**src/rtl/mul_sequencer.sv**
```systemverilog
// rtl/mul_sequencer.sv - iterative radix-2 shift-add sequencer for the RV32M multiply group
module mul_sequencer #(
    parameter int         XLEN        = 32,
    parameter bit         ZERO_BYPASS = 1'b1,
    parameter logic [3:0] ALU_MUL     = 4'd10,
    parameter logic [3:0] ALU_MULH    = 4'd11,
    parameter logic [3:0] ALU_MULHSU  = 4'd12,
    parameter logic [3:0] ALU_MULHU   = 4'd13
) (
    input  logic            clk_i,
    input  logic            rst_n_i,
    input  logic            start_i,
    input  logic [3:0]      alu_op_i,
    input  logic [XLEN-1:0] op_a_i,
    input  logic [XLEN-1:0] op_b_i,
    input  logic            flush_i,
    input  logic            result_ready_i,
    output logic            stall_o,
    output logic            busy_o,
    output logic            result_valid_o,
    output logic [XLEN-1:0] result_o
);
    localparam int            CW   = $clog2(XLEN);
    localparam logic [CW-1:0] LAST = CW'(XLEN - 1);

    typedef enum logic [1:0] {IDLE, CALC, DONE} state_t;

    state_t            state_q, state_d;
    logic [CW-1:0]     count_q;
    logic [2*XLEN-1:0] acc_q, mcand_q;
    logic [XLEN-1:0]   mplier_q;
    logic [3:0]        op_q;
    logic              sign_q;

    logic              is_mul_op, valid_req, accept, bypass, finish;
    logic              a_signed, b_signed, sign_new, zero_operand;
    logic [XLEN-1:0]   mag_a, mag_b;
    logic [2*XLEN-1:0] acc_sum, product;

    // Operand decode: magnitudes are unsigned so the most negative value fits.
    always_comb begin
        is_mul_op    = (alu_op_i == ALU_MUL) || (alu_op_i == ALU_MULH) ||
                       (alu_op_i == ALU_MULHSU) || (alu_op_i == ALU_MULHU);
        valid_req    = start_i && is_mul_op;
        a_signed     = (alu_op_i == ALU_MUL) || (alu_op_i == ALU_MULH) || (alu_op_i == ALU_MULHSU);
        b_signed     = (alu_op_i == ALU_MUL) || (alu_op_i == ALU_MULH);
        mag_a        = (a_signed && op_a_i[XLEN-1]) ? -op_a_i : op_a_i;
        mag_b        = (b_signed && op_b_i[XLEN-1]) ? -op_b_i : op_b_i;
        sign_new     = (a_signed && op_a_i[XLEN-1]) ^ (b_signed && op_b_i[XLEN-1]);
        zero_operand = (op_a_i == '0) || (op_b_i == '0);
        acc_sum      = acc_q + (mplier_q[0] ? mcand_q : '0);
        product      = sign_q ? -acc_sum : acc_sum;
    end

    always_ff @(posedge clk_i or negedge rst_n_i) begin
        if (!rst_n_i) begin
            state_q <= IDLE;
        end else begin
            state_q <= state_d;
        end
    end

    always_comb begin
        state_d = state_q;
        accept  = 1'b0;
        bypass  = 1'b0;
        finish  = 1'b0;
        case (state_q)
            IDLE: begin
                if (valid_req) begin
                    if (ZERO_BYPASS && zero_operand) begin
                        state_d = DONE;
                        bypass  = 1'b1;
                    end else begin
                        state_d = CALC;
                        accept  = 1'b1;
                    end
                end
            end
            CALC: begin
                if (count_q == LAST) begin
                    state_d = DONE;
                    finish  = 1'b1;
                end
            end
            DONE: begin
                if (result_ready_i) begin
                    state_d = IDLE;
                end
            end
            default: state_d = IDLE;
        endcase
        // Flush overrides every transition, including a same-cycle consume.
        if (flush_i) begin
            state_d = IDLE;
            accept  = 1'b0;
            bypass  = 1'b0;
            finish  = 1'b0;
        end
        stall_o        = ((state_q == IDLE) && valid_req && !flush_i) || (state_q == CALC);
        busy_o         = (state_q != IDLE);
        result_valid_o = (state_q == DONE);
    end

    always_ff @(posedge clk_i or negedge rst_n_i) begin
        if (!rst_n_i) begin
            count_q  <= '0;
            acc_q    <= '0;
            mcand_q  <= '0;
            mplier_q <= '0;
            op_q     <= '0;
            sign_q   <= 1'b0;
            result_o <= '0;
        end else if (flush_i) begin
            count_q <= '0;
        end else if (accept) begin
            count_q  <= '0;
            acc_q    <= '0;
            mcand_q  <= {{XLEN{1'b0}}, mag_a};
            mplier_q <= mag_b;
            op_q     <= alu_op_i;
            sign_q   <= sign_new;
        end else if (bypass) begin
            op_q     <= alu_op_i;
            result_o <= '0;
        end else if (state_q == CALC) begin
            acc_q    <= acc_sum;
            mcand_q  <= mcand_q << 1;
            mplier_q <= mplier_q >> 1;
            count_q  <= count_q + CW'(1);
            if (finish) begin
                result_o <= (op_q == ALU_MUL) ? product[XLEN-1:0] : product[2*XLEN-1:XLEN];
            end
        end
    end
endmodule

```
**config.mk**
```make
export PLATFORM = sky130hd
export DESIGN_NAME = mul_sequencer
export DESIGN_NICKNAME = d
export VERILOG_FILES = /design/src/rtl/mul_sequencer.sv
export SDC_FILE = /design/constraint.sdc
export NUM_CORES = 1
export LEC_CHECK = 0
export CAP_MARGIN = 15
export CORE_MARGIN = 3
export CORE_UTILIZATION = 38
export DETAILED_ROUTE_END_ITERATION = 16
export SYNTH_ARGS = -nofsm -noshare
export SYNTH_HDL_FRONTEND = slang
export SYNTH_SLANG_ARGS = --single-unit
```
**constraint.sdc**
```tcl
create_clock -name clk_i -period 4.2 [get_ports clk_i]
set_input_delay 0.84 -clock clk_i [delete_from_list [all_inputs] [get_ports clk_i]]
set_output_delay 0.84 -clock clk_i [all_outputs]
set_load 0.005 [all_outputs]
```
# [Yosys cells after proc, flatten, opt, wreduce, memory -nomap -nowiden]
# Cells that the tools add are included.
[word_totals] output_inout_bits=35 in_bits=73 word_cells=95 reg_bits=204
[op_classes] muxes=40 eq_ne=13 bitwise_logic=3 n_addsub=5 reduce_logical=26
[op_table] cell="2-to-1 mux 64 bit" n=8
[op_table] cell="2-to-1 mux 32 bit" n=9
[op_table] cell="adder 64 bit" n=1
[op_table] cell="logical NOT 32 bit" n=2
[op_table] cell="negator 32 bit" n=2
[op_table] cell="negator 64 bit" n=1
[op_table] cell="equality test 4 bit (second input constant)" n=5
[op_table] cell="2-to-1 mux 5 bit" n=4
[op_table] cell="!= test 3 bit (second input constant)" n=4
[op_table] cell="2-to-1 mux 1 bit" n=11
[op_table] cell="2-to-1 mux 2 bit" n=5
[op_table] cell="nonzero test 2 bit" n=5
[op_table] cell="2-to-1 mux 4 bit" n=2
[op_table] cell="one-hot mux 2 bit (3 select lines)" n=1
[op_table] cell="AND reduction 2 bit" n=3
[op_table] cell="AND reduction 3 bit" n=2
[op_table] cell="adder 5 x 1 -> 5 bit (second input constant)" n=1
[op_table] cell="equality test 5 bit (second input constant)" n=1
[op_table] cell="logical AND 1 bit" n=5
[op_table] cell="logical OR 1 bit" n=5
[op_table] cell="AND reduction 4 bit" n=1
[op_table] cell="nonzero test 3 bit" n=1
[op_table] cell="equality test 2 x 1 -> 1 bit (second input constant)" n=1
[op_table] cell="equality test 2 bit (second input constant)" n=1
[op_table] cell="other kinds (5)" n=6

# [Longest topological paths before layout]
# Gate-level depths: netlist of run 1.
[logic_depth] ltp_word=11 depth_mapped=19 mapped_depth_nobuf=15

# [Worst setup path before layout of run 1]
# OpenSTA, ideal clock, no wires.
[synth_timing] kind="flip-flop to flip-flop" from="reg mplier_q[0]" to="reg result_o[24]" setup_ns=0.070 path_stages_with_launch=18 arrival_time_ns=4.583 n_path_buf=4 synth_period_minus_slack_ns=4.653 required_time_ns=4.130 setup_slack_ns=-0.453 cell_sequence="dfrtp_1 -> clkbuf_1 -> clkbuf_1 -> and2_1 -> ha_1 -> buf_6 -> a21oi_4 -> o21ai_2 -> a211o_1 -> o2111a_1 -> or4_4 -> a32oi_1 -> or4b_4 -> or4b_1 -> buf_6 -> or2_0 -> or4_1 -> nand3_1"
[synth_via] elab_chain_len=8
[synth_rtl] item="start, declared" line_no="31" text="logic [XLEN-1:0] mplier_q;"
[synth_rtl] item="start signal, assigned" line_no="120" text="mplier_q <= mag_b;"
[synth_rtl] item="start signal, assigned" line_no="129" text="mplier_q <= mplier_q >> 1;"
[synth_rtl] item="2-to-1 mux 64 bit *" line_no="51" text="acc_sum = acc_q + (mplier_q[0] ? mcand_q : '0);"
[synth_rtl] item="adder 64 bit *" line_no="51"
[synth_rtl] item="negator 64 bit" line_no="52" text="product = sign_q ? -acc_sum : acc_sum;"
[synth_rtl] item="2-to-1 mux 64 bit *" line_no="52"
[synth_rtl] item="2-to-1 mux 32 bit *" line_no="132" text="result_o <= (op_q == ALU_MUL) ? product[XLEN-1:0] : product[2*XLEN-1:XLEN];"
[synth_rtl] item="2-to-1 mux 32 bit *" line_no="131" text="if (finish) begin"
[synth_rtl] item="2-to-1 mux 32 bit *" line_no="126" text="end else if (state_q == CALC) begin"
[synth_rtl] item="2-to-1 mux 32 bit *" line_no="123" text="end else if (bypass) begin"
[synth_rtl] item="end signal, assigned" line_no="132"
[synth_rtl] item="end, declared" line_no="21" text="output logic [XLEN-1:0] result_o"
# Mark *: on every way between the ends. The rest lies on a longest branch, timed or not. The select of a mux whose other input is x is not followed.
# A chain may end at the register's enable or synchronous reset.

# [Worst setup path in the final report of run 1]
[layout_timing] from="reg mplier_q[0]" to="reg result_o[26]"
# The elaborated chain is that of the path after synthesis.

==> results of run 1 <==
-- logic make-up after synthesis --
logic type,Yosys count,share of synthesized area (%)
DFF,204,29.0
xor gates and xnor gates,130,6.51
and+or+nand+nor,985,26.8
adders and majority gates,69,4.95
buffers and inverters,189,4.53
muxes,15,0.888
AOI/OAI and AO/OA,739,27.3
-- cell type report --
| class | count | area share [%] |
|---|---|---|
| inverter | 28 | 0.413 |
| multi-input combinational | 1938 | 49.4 |
| clock inverter | 11 | 0.512 |
| timing repair buffer | 729 | 23.5 |
| tap | 600 | 2.95 |
| clock buffer | 38 | 3.13 |
| sequential | 204 | 20.1 |
-- routing by layer --
layer  up-vias  GRT usage (%)  part of all wire, %
met1      9725           40.4                   44
li1       9698              -                    -
met4         0           10.3                  4.4
met3       160           3.52                  6.0
met2       687           49.2                   46
met5         -              0                    0
-- sequential cells by signal, summed over array words and instances (netlist names) --
register,count
acc_q,64
count_q,5
mcand_q,64
mplier_q,32
op_q,4
result_o,32
sign_q,1
state_q,2
-- power by group through the flow --
| stage | logic (µW) | clock network [µW] | registers, µW |
|---|---|---|---|
| 6_report | 7940 | 2430 | 2920 |
| 5_1_grt | 8500 | 2540 | 2970 |
| 4_1_cts | 7600 | 2470 | 2900 |
| 3_5_place_dp | 7240 | 0 | 2920 |
| 3_3_place_gp | 7170 | 0 | 2910 |
| 2_1_floorplan | 3750 | 0 | 2730 |
-- final timing paths --
path	start	endpoint	slack (ns)	depth (start not counted)
worst min-delay path	rst_n_i	mcand_q[37]$_DFFE_PN0P_	0.28	1
worst max-delay path	mplier_q[0]$_DFFE_PN0P_	result_o[26]$_DFFE_PN0P_	-0.40	17
max in group asynchronous	rst_n_i	result_o[29]$_DFFE_PN0P_	3.05	2
worst max register to register	mplier_q[0]$_DFFE_PN0P_	result_o[26]$_DFFE_PN0P_	-0.40	17
min in group clk_i	mplier_q[28]$_DFFE_PN0P_	mplier_q[28]$_DFFE_PN0P_	0.48	2
worst min register to register	mplier_q[28]$_DFFE_PN0P_	mplier_q[28]$_DFFE_PN0P_	0.48	2
-- through the flow --
step	instance area, µm²	cells	setup TNS [ns]	total power (µW)
final	25400	3548	-8.71	13300
after global routing	25400	3548	-14.37	14000
after CTS	25000	3535	-8.29	13000
after detailed placement	23700	3476	-16.85	10200
after global placement	23700	3476	-14.56	10100
after floorplan	17900	2331	-2.69	6480
-- repair_timing --
item	4_1_cts	5_1_grt
hold buffers	0	0
pin swaps	16	17
buffers inserted	10	13
endpoints found under the setup margin	34	36
gates resized for setup	88	61
-- placed cells by master (no fill, tap or decap), types with 12 or more instances in the layout --
cell,Yosys,routed
buf_4,1,597
nand2_1,409,408
dfrtp_1,204,204
o21ai_0,219,199
nor2_1,182,179
a21oi_1,151,133
clkdlybuf4s50_1,0,106
and2_1,84,80
xnor2_1,71,69
o31ai_1,66,63
nand3_1,57,56
xor2_1,58,56
ha_1,68,50
nand4_1,46,46
nor3_1,49,39
o211ai_1,35,35
inv_1,28,28
clkbuf_16,0,27
a21o_1,27,26
o21ai_1,14,24
a211oi_1,23,22
or3_1,25,19
a31oi_1,18,18
o21a_1,19,18
buf_12,0,17
a21oi_2,4,16
and4_1,16,15
and3_1,14,14
nor4_1,17,13
nand2b_1,12,12
ha_4,0,12
==> reports/metrics.yaml, run 1 <==
sta:
  holdWs_ns: 0.277
  worst_pin_slew_ns: 0.858
  rsz0062_at_grt: "yes"
  fin_skew_ns: 0.0165
  fmax_mhz: 218
  fin_crit_ns: 4.60
  drv_slew: 0
  fin_ws_ns: -0.397
  hold_viol: 0
  period_share_pct: 109
  setup_viol: 32
  slew_headroom_pct: 42.8
placed_design:
  place_ws_ns: -0.717
  routabilityCongestion: 1.03
  portBuffers: 107
  dp_hpwl_mm: 60.6
worst_setup_path:
  slowest_delay_ns: 0.56
  arrival_ns: 5.07
  critPathBufInv: 4
  crit_type: "reg2reg"
  cp_max_fo: 9
  cpMostUsedCell: "buf_4"
  cp-end-kind: "flip-flop"
  crit_family: "simple AND/OR/NAND/NOR gates"
  critPathRequiredTime_ns: 4.67
  cp_slowest_cell: "or4b_4"
  start_kind: "flip-flop"
  worstPathCellList: "buf_4 > and2_4 > ha_4 > a21o_1 > buf_4 > a21oi_4 > buf_4 > a21oi_2 > o2111a_2 > or4_4 > a32oi_1 > or4b_4 > or4b_4 > buf_4 > nor3_4 > nand4_1 > a32o_1"
cells_and_area:
  regArea_mm2: 0.00510
  nFillCells: 4257
  final_util_pct: 55.8
  multi_input_area_mm2: 0.0126
  layout-drive-gt1-share_pct: 28.4
  diodes: 0
  nets: 3070
  syn2layout_area_growth_pct: 44.5
global_routing:
  grt_pass1_wl_mm: 116
  grt_antenna_before_repair: 3
  grt_pass1_vias: 19900
  track_usage_pct: 29.7
  grt_overflow_total: 0
  grt_max_degree: 101
synth:
  syn_nets: 2473
  netlist_instances: 2331
  synthTopCellsByArea: "dfrtp_1, nand2_1, o21ai_0, ha_1, a21oi_1"
  synth_seq_area_share_pct: 29.0
  avgSynthCellArea_um2: 7.55
  synth_top_area_share_pct: 29.0
  synth.top_cells.by_count: "nand2_1, o21ai_0, dfrtp_1"
  yosysMostFrequentCell: "nand2_1"
  synth_seq_cells: 204
  synth_edf_count: 0
  ys_dominant_reg_cell: "dfrtp_1"
  synth_area_leader_cell: "dfrtp_1"
  ys_warn_count: 0
  async_flop_share_pct: 100
  netlist-cell-type-count: 92
  syn_area_mm2: 0.0176
power:
  p_clk_share_pct: 18.3
  pwr-share-comb_pct: 59.7
  p_int_uw: 7500
  p_sw_share_pct: 43.6
  ir_worst_vdd_v: 0.000375
  power.density_mw_per_mm2: 523
  p_seq_share_pct: 22.0
  leakagePower_uw: 0.0111
  power_switching_uw: 5800
min_path:
  holdCritPathClass: "in2async"
route:
  first_pass_iters: 5
  ant_nets: 0
  drc: 0
  wirelength_mm: 75.7
  via_per_inst: 5.71
  wire_per_inst_um: 21.3
  drt_iter0_drc: 1669
  vias: 20300
clocking:
  cts_buffers: 27
  cts.sinks: 204
  clock_path_buffers: 3
  htree_num_levels: 1
  clkLatencyLatePin_ns: 0.58
  path_clk_slew_ns: 0.06
  root_buffer: "clkbuf_16"
  cts_tree: "yes"
run_status:
  violations: "negative setup slack"
  status: "finished, violations left"
floorplan:
  rows: 78
  start_util_pct: 38.6
  core_area_mm2: 0.0456
  die-height_um: 221
  die-width_um: 221
  io_pins: 108
  die_area_mm2: 0.0490
job:
  max_cap_violations: 0
No activity file was read; power rests on OpenSTA's default activity.
==> run 2, diff against run 1 <==
CORE_UTILIZATION = 45   (was 38)
PLACE_DENSITY = 0.66   (was not set)
==> run 2 against run 1 <==
- the flow still finishes with violations (negative setup slack)
- clock-buffer cell count shrank 2
- clock power shrank 5%
- critical path depth grew 4
==> reports/metrics.yaml, run 2 (same netlist as run 1, synthesis figures left out) <==
placed_design:
  dp.cells: 3361  # -3.3%
  routabilityCongestion: 1.05  # +2.5%
  dp_hpwl_mm: 59.9  # -1.1%
  portBuffers: 107  # unchanged
worst_setup_path:
  r2r_slack_ns: -0.42  # -0.02 ns
  crit_path_start: "mplier_q[0]$_DFFE_PN0P_"
  arrival_ns: 5.05  # -0.02 ns
  start_kind: "flip-flop"
  r2r-end: "result_o[19]$_DFFE_PN0P_"
  reg2reg_depth: 21  # +4
  cp-end-kind: "flip-flop"
  critPathCapture: "result_o[19]$_DFFE_PN0P_"
  cp_max_fo: 6  # -3
  crit_type: "reg2reg"
  r2r-start: "mplier_q[0]$_DFFE_PN0P_"
  critPathRequiredTime_ns: 4.63  # -0.04 ns
run_status:
  status: "finished, violations left"
  violations: "negative setup slack"
cells_and_area:
  nets: 3071  # +0.033%
  mostFrequentLayoutCells: "buf_4, nand2_1, dfrtp_1"
  final_cells: 3455  # -2.6%
  diodes: 0  # unchanged
  layout-drive-gt1-share_pct: 30.2  # +1.8 points
  syn2layout_area_growth_pct: 47.2
  layout_commonest_cell: "buf_4"
  top_regs: "acc_q: 64 flops, mcand_q: 64 flops"
clocking:
  path_clk_slew_ns: 0.07  # about the same
  cts.sinks: 204  # unchanged
  cts_hold_buffers: 0  # unchanged
  htree_num_levels: 1  # unchanged
  clkLatencyLatePin_ns: 0.56  # -0.02 ns
  root_buffer: "clkbuf_16"
  cts_buffers: 26  # -3.7%
  clock_path_buffers: 3  # unchanged
  cts_tree: "yes"
route:
  wl_met2_mm: 34.0  # -1.3%
  via_per_inst: 6.01  # +5.3%
  topRoutingLayerUsed: "met5"
  drt_iter0_drc: 1836  # +10%
  wire_per_inst_um: 22.2  # +4.1%
  wirelength_mm: 76.7  # +1.4%
  first_pass_iters: 5  # unchanged
  vias: 20800  # +2.5%
  drc: 0  # unchanged
  wl_met3_mm: 6.66  # +46%
  ant_nets: 0  # unchanged
  wl_met1_mm: 32.0  # -4.1%
global_routing:
  grt_pass1_vias: 20300  # +1.8%
  grt_max_degree: 77  # -24%
  grt_antenna_before_repair: 3  # unchanged
  grt_pass1_wl_mm: 117  # +0.76%
  grt_overflow_total: 0  # unchanged
  track_usage_pct: 36.1  # +6.3 points
sta:
  period_share_pct: 110  # +0.52 points
  setup_tns_ns: -9.62  # -0.910 ns
  fmax_mhz: 217  # -0.47%
  fin_skew_ns: 0.0233  # +0.00679 ns
  holdWs_ns: 0.227  # -0.0497 ns
  hold_viol: 0  # unchanged
  fin_ws_ns: -0.419  # -0.0217 ns
  rsz0062_at_grt: "yes"
  drv_slew: 0  # unchanged
  worst_pin_slew_ns: 0.831  # -0.0269 ns
  setup_viol: 32  # unchanged
  fin_crit_ns: 4.62  # +0.0217 ns
  slew_headroom_pct: 44.5  # +1.7 points
floorplan:
  die-height_um: 204  # -7.9%
  die_area_mm2: 0.0415  # -15%
  rows: 71  # -9.0%
  start_util_pct: 46.2  # +7.6 points
  io_pins: 108  # unchanged
  die-width_um: 204  # -7.9%
  core_area_mm2: 0.0381  # -16%
min_path:
  holdCritPathClass: "in2async"
power:
  leakagePower_uw: 0.0113  # +1.1%
  power.density_mw_per_mm2: 533  # +2.0%
  ir_worst_vdd_v: 0.000300  # -20%
job:
  max_cap_violations: 0  # unchanged
## run 2: metal layers
layer  up-vias  track usage [%]
met4         4             15.0
met3       194             8.20
met2       893             57.7
met5         -                0
met1      9986             47.2
li1       9699                -
## run 2: worst min-delay path by stage
| stage | start | end | cells past startpoint |
|---|---|---|---|
| 2_1_floorplan | mplier_q[15]$_DFFE_PN0P_ | mplier_q[15]$_DFFE_PN0P_ | 2 |
| 3_3_place_gp | mplier_q[15]$_DFFE_PN0P_ | mplier_q[15]$_DFFE_PN0P_ | 2 |
| 3_5_place_dp | mplier_q[15]$_DFFE_PN0P_ | mplier_q[15]$_DFFE_PN0P_ | 2 |
| 4_1_cts | rst_n_i | acc_q[26]$_DFFE_PN0P_ | 1 |
| 5_1_grt | rst_n_i | acc_q[26]$_DFFE_PN0P_ | 1 |
| 6_report | rst_n_i | acc_q[26]$_DFFE_PN0P_ | 1 |
## run 2: critical path, cell delays in order (launching register included)
cell	delay, ns
dfrtp_2	0.47
buf_6	0.16
and2_1	0.16
ha_4	0.16
buf_4	0.14
a21oi_4	0.23
buf_6	0.15
o221a_1	0.19
o21ai_2	0.13
or2_4	0.31
buf_4	0.14
a31o_2	0.25
buf_4	0.16
xnor2_4	0.26
buf_4	0.16
nand4b_1	0.19
buf_6	0.20
nor3_4	0.32
buf_4	0.18
a31oi_2	0.10
xnor2_1	0.17
a221o_1	0.29
## run 2: layout make-up
cell class	instances	area, µm²
Multi-Input combinational cell	1938	13100
Clock buffer	36	759
Tap cell	511	639
Timing Repair Buffer	731	6090
Clock inverter	7	110
Inverter	28	105
Sequential cell	204	5110
Fill cell	3250	12200
## run 2: through the flow
| stage | util [%] | setup slack, ns | area [µm²] | power [µW] |
|---|---|---|---|---|
| global placement | 61.4 | -1.12 | 23400 | 10000 |
| floorplan | - | -0.286 | 17900 | 6480 |
| CTS | 66.5 | -0.339 | 25300 | 13300 |
| detailed placement | 61.4 | -1.12 | 23400 | 10100 |
| finish | 68.0 | -0.419 | 25900 | 13800 |
| global route | 68.0 | -0.508 | 25900 | 14500 |
## run 2: repair_timing
| item | 4_1_cts | 5_1_grt |
|---|---|---|
| hold endpoints to repair | 0 | 0 |
| pin swaps | 50 | 41 |
| buffers inserted | 24 | 25 |
| setup endpoints to repair | 35 | 35 |
| gates resized for setup | 172 | 83 |
| cloned | 3 | 1 |
## run 2: power by group
group,internal (µW),switching [µW]
Clock,1430,895
Combinational,3870,4630
Sequential,2470,514
==> run 3, diff against run 2 <==
CORE_UTILIZATION = 48   (was 45)
PLACE_DENSITY = 0.69   (was 0.66)
==> run 3 against run 2 <==
- the flow still finishes with violations (negative setup slack)
- clock power barely moved
- clock-buffer cell count fell by 1
- fmax fell by 2.5%
- critical path type unchanged
- largest cell class unchanged
==> reports/metrics.yaml, run 3 (same netlist as run 1, synthesis figures left out) <==
cells_and_area:
  layout_commonest_cell: "buf_4"
  nets: 3073  # +0.065%
  top_regs: "acc_q: 64 flops, mcand_q: 64 flops"
  regArea_mm2: 0.00511  # unchanged
  syn2layout_area_growth_pct: 49.1
  diodes: 0  # unchanged
  design_area_mm2: 0.0263  # +1.3%
  mostFrequentLayoutCells: "buf_4, nand2_1, dfrtp_1"
  multi_input_area_mm2: 0.0134  # +2.1%
  final_util_pct: 73.3  # +5.3 points
  layout-drive-gt1-share_pct: 32.4  # +2.1 points
  nFillCells: 2786  # -14%
worst_setup_path:
  cpMostUsedCell: "or3_4"
  cp.depth: 16  # -24%
  slowest_delay_ns: 0.55  # +0.08 ns
  cp_slowest_cell: "or4b_4"
  cp-end-kind: "flip-flop"
  r2r-start: "mplier_q[0]$_DFFE_PN0P_"
  reg2reg_depth: 16  # -24%
  r2r-end: "result_o[24]$_DFFE_PN0P_"
  critPathBufInv: 3  # -5
  crit_type: "reg2reg"
  worstPathCellList: "buf_12 > buf_16 > and2_1 > ha_4 > nand4_1 > or3_4 > a21oi_4 > buf_6 > nor2_2 > xnor2_2 > or4b_4 > or4_4 > or3_4 > or2_1 > or4_1 > nand3_1"
  arrival_ns: 5.23  # +0.18 ns
  critPathRequiredTime_ns: 4.69  # +0.06 ns
  crit_family: "simple AND/OR/NAND/NOR gates"
  r2r_slack_ns: -0.54  # -0.12 ns
  start_kind: "flip-flop"
  cp_max_fo: 7  # +1
power:
  p_clk_share_pct: 16.3  # -0.5 points
  p_seq_share_pct: 21.0  # -0.6 points
  power.density_mw_per_mm2: 547  # +2.6%
  pwr-share-comb_pct: 62.7  # +1.1 points
  p_int_uw: 8010  # +3.1%
  leakagePower_uw: 0.0114  # +1.0%
  p_sw_share_pct: 44.2  # +0.50 points
  power_switching_uw: 6350  # +5.2%
  ir_worst_vdd_v: 0.000417  # +39%
floorplan:
  core_area_mm2: 0.0358  # -6.0%
  start_util_pct: 49.1  # +2.9 points
  die_area_mm2: 0.0390  # -6.1%
  die-height_um: 198  # -3.1%
  die-width_um: 198  # -3.1%
  rows: 69  # -2.8%
  io_pins: 108  # unchanged
run_status:
  status: "finished, violations left"
  violations: "negative setup slack"
sta:
  drv_slew: 0  # unchanged
  setup_tns_ns: -11.85  # -2.23 ns
  fin_ws_ns: -0.539  # -0.120 ns
  fin_skew_ns: 0.0126  # -0.0107 ns
  period_share_pct: 113  # +2.9 points
  worst_pin_slew_ns: 0.859  # +0.0284 ns
  holdWs_ns: 0.233  # +0.00566 ns
  hold_viol: 0  # unchanged
  fmax_mhz: 211  # -2.5%
  rsz0062_at_grt: "yes"
  slew_headroom_pct: 42.7  # -1.8 points
  setup_viol: 32  # unchanged
  fin_crit_ns: 4.74  # +0.120 ns
global_routing:
  grt_overflow_total: 0  # unchanged
  grt_pass1_wl_mm: 116  # -0.48%
  grt_pass1_vias: 20400  # +0.45%
  grt_max_degree: 97  # +26%
  grt_antenna_before_repair: 6  # +3
  track_usage_pct: 38.0  # +1.9 points
route:
  via_per_inst: 6.19  # +2.9%
  first_pass_iters: 6  # +1
  wire_per_inst_um: 22.5  # +1.2%
  wirelength_mm: 76.7  # -0.10%
  ant_nets: 0  # unchanged
  drc: 0  # unchanged
  vias: 21100  # +1.6%
  drt_iter0_drc: 2126  # +16%
clocking:
  clkLatencyLatePin_ns: 0.56  # about the same
  cts.sinks: 204  # unchanged
  clock_path_buffers: 3  # unchanged
  cts_hold_buffers: 0  # unchanged
  cts_buffers: 25  # -3.8%
  path_clk_slew_ns: 0.06  # about the same
  cts_tree: "yes"
  root_buffer: "clkbuf_16"
  htree_num_levels: 1  # unchanged
placed_design:
  routabilityCongestion: 1.03  # -1.8%
  portBuffers: 107  # unchanged
  dpl-instance-area_mm2: 0.0232  # -1.1%
  place_ws_ns: -0.710  # +0.410 ns
  dp_hpwl_mm: 59.2  # -1.2%
job:
  max_cap_violations: 0  # unchanged
min_path:
  holdCritPathClass: "in2async"
[run 3: stage by stage]
step	std cells	power, µW
CTS	3378	13600
detailed placement	3287	10200
finish	3411	14400
global route	3411	15000
floorplan	2331	6480
global placement	3286	10100
[run 3: worst max path at each step]
stage                     slack (ns)                        to               startpoint
final                          -0.54  result_o[24]$_DFFE_PN0P_  mplier_q[0]$_DFFE_PN0P_
after global routing           -0.58  result_o[22]$_DFFE_PN0P_  mplier_q[0]$_DFFE_PN0P_
after CTS                      -0.48  result_o[27]$_DFFE_PN0P_  mplier_q[0]$_DFFE_PN0P_
after detailed placement       -0.71  result_o[28]$_DFFE_PN0P_  mplier_q[0]$_DFFE_PN0P_
after global placement         -0.68  result_o[28]$_DFFE_PN0P_  mplier_q[0]$_DFFE_PN0P_
after floorplan                -0.29  result_o[24]$_DFFE_PN0P_  mplier_q[0]$_DFFE_PN0P_
[run 3: area by class of cell]
class	count	share of cell area (%)
Inverter	28	0.400
Clock inverter	11	0.553
Multi-Input combinational cell	1938	50.9
Clock buffer	35	2.79
Tap cell	461	2.20
Sequential cell	204	19.4
Timing Repair Buffer	734	23.7
[run 3: power by group through the flow]
stage               Sequential, µW  Combinational [µW]  Clock (µW)
global placement              2940                7120           0
CTS                           2960                8250        2360
finish                        3020                9000        2340
detailed placement            2950                7250           0
global route                  3050                9490        2450
floorplan                     2730                3750           0
[run 3: repair_timing]
action                                  in CTS  in global routing
gates cloned                                 2                  1
setup buffers                               43                 35
endpoints found under the setup margin      34                 34
pin swaps                                   49                 71
resized for setup                          198                143
[run 3: metal layers]
layer / share of wire [%] / global-route usage (%) / wire length [µm] / vias to the layer above
met2: 45 / 61.2 / 34200 / 1060
met1: 42 / 51.9 / 32200 / 10100
met4: 3.6 / 11.5 / 2730 / 0
met5: 0 / 0 / 0 / -
met3: 9.9 / 7.57 / 7590 / 191
li1: - / - / - / 9710
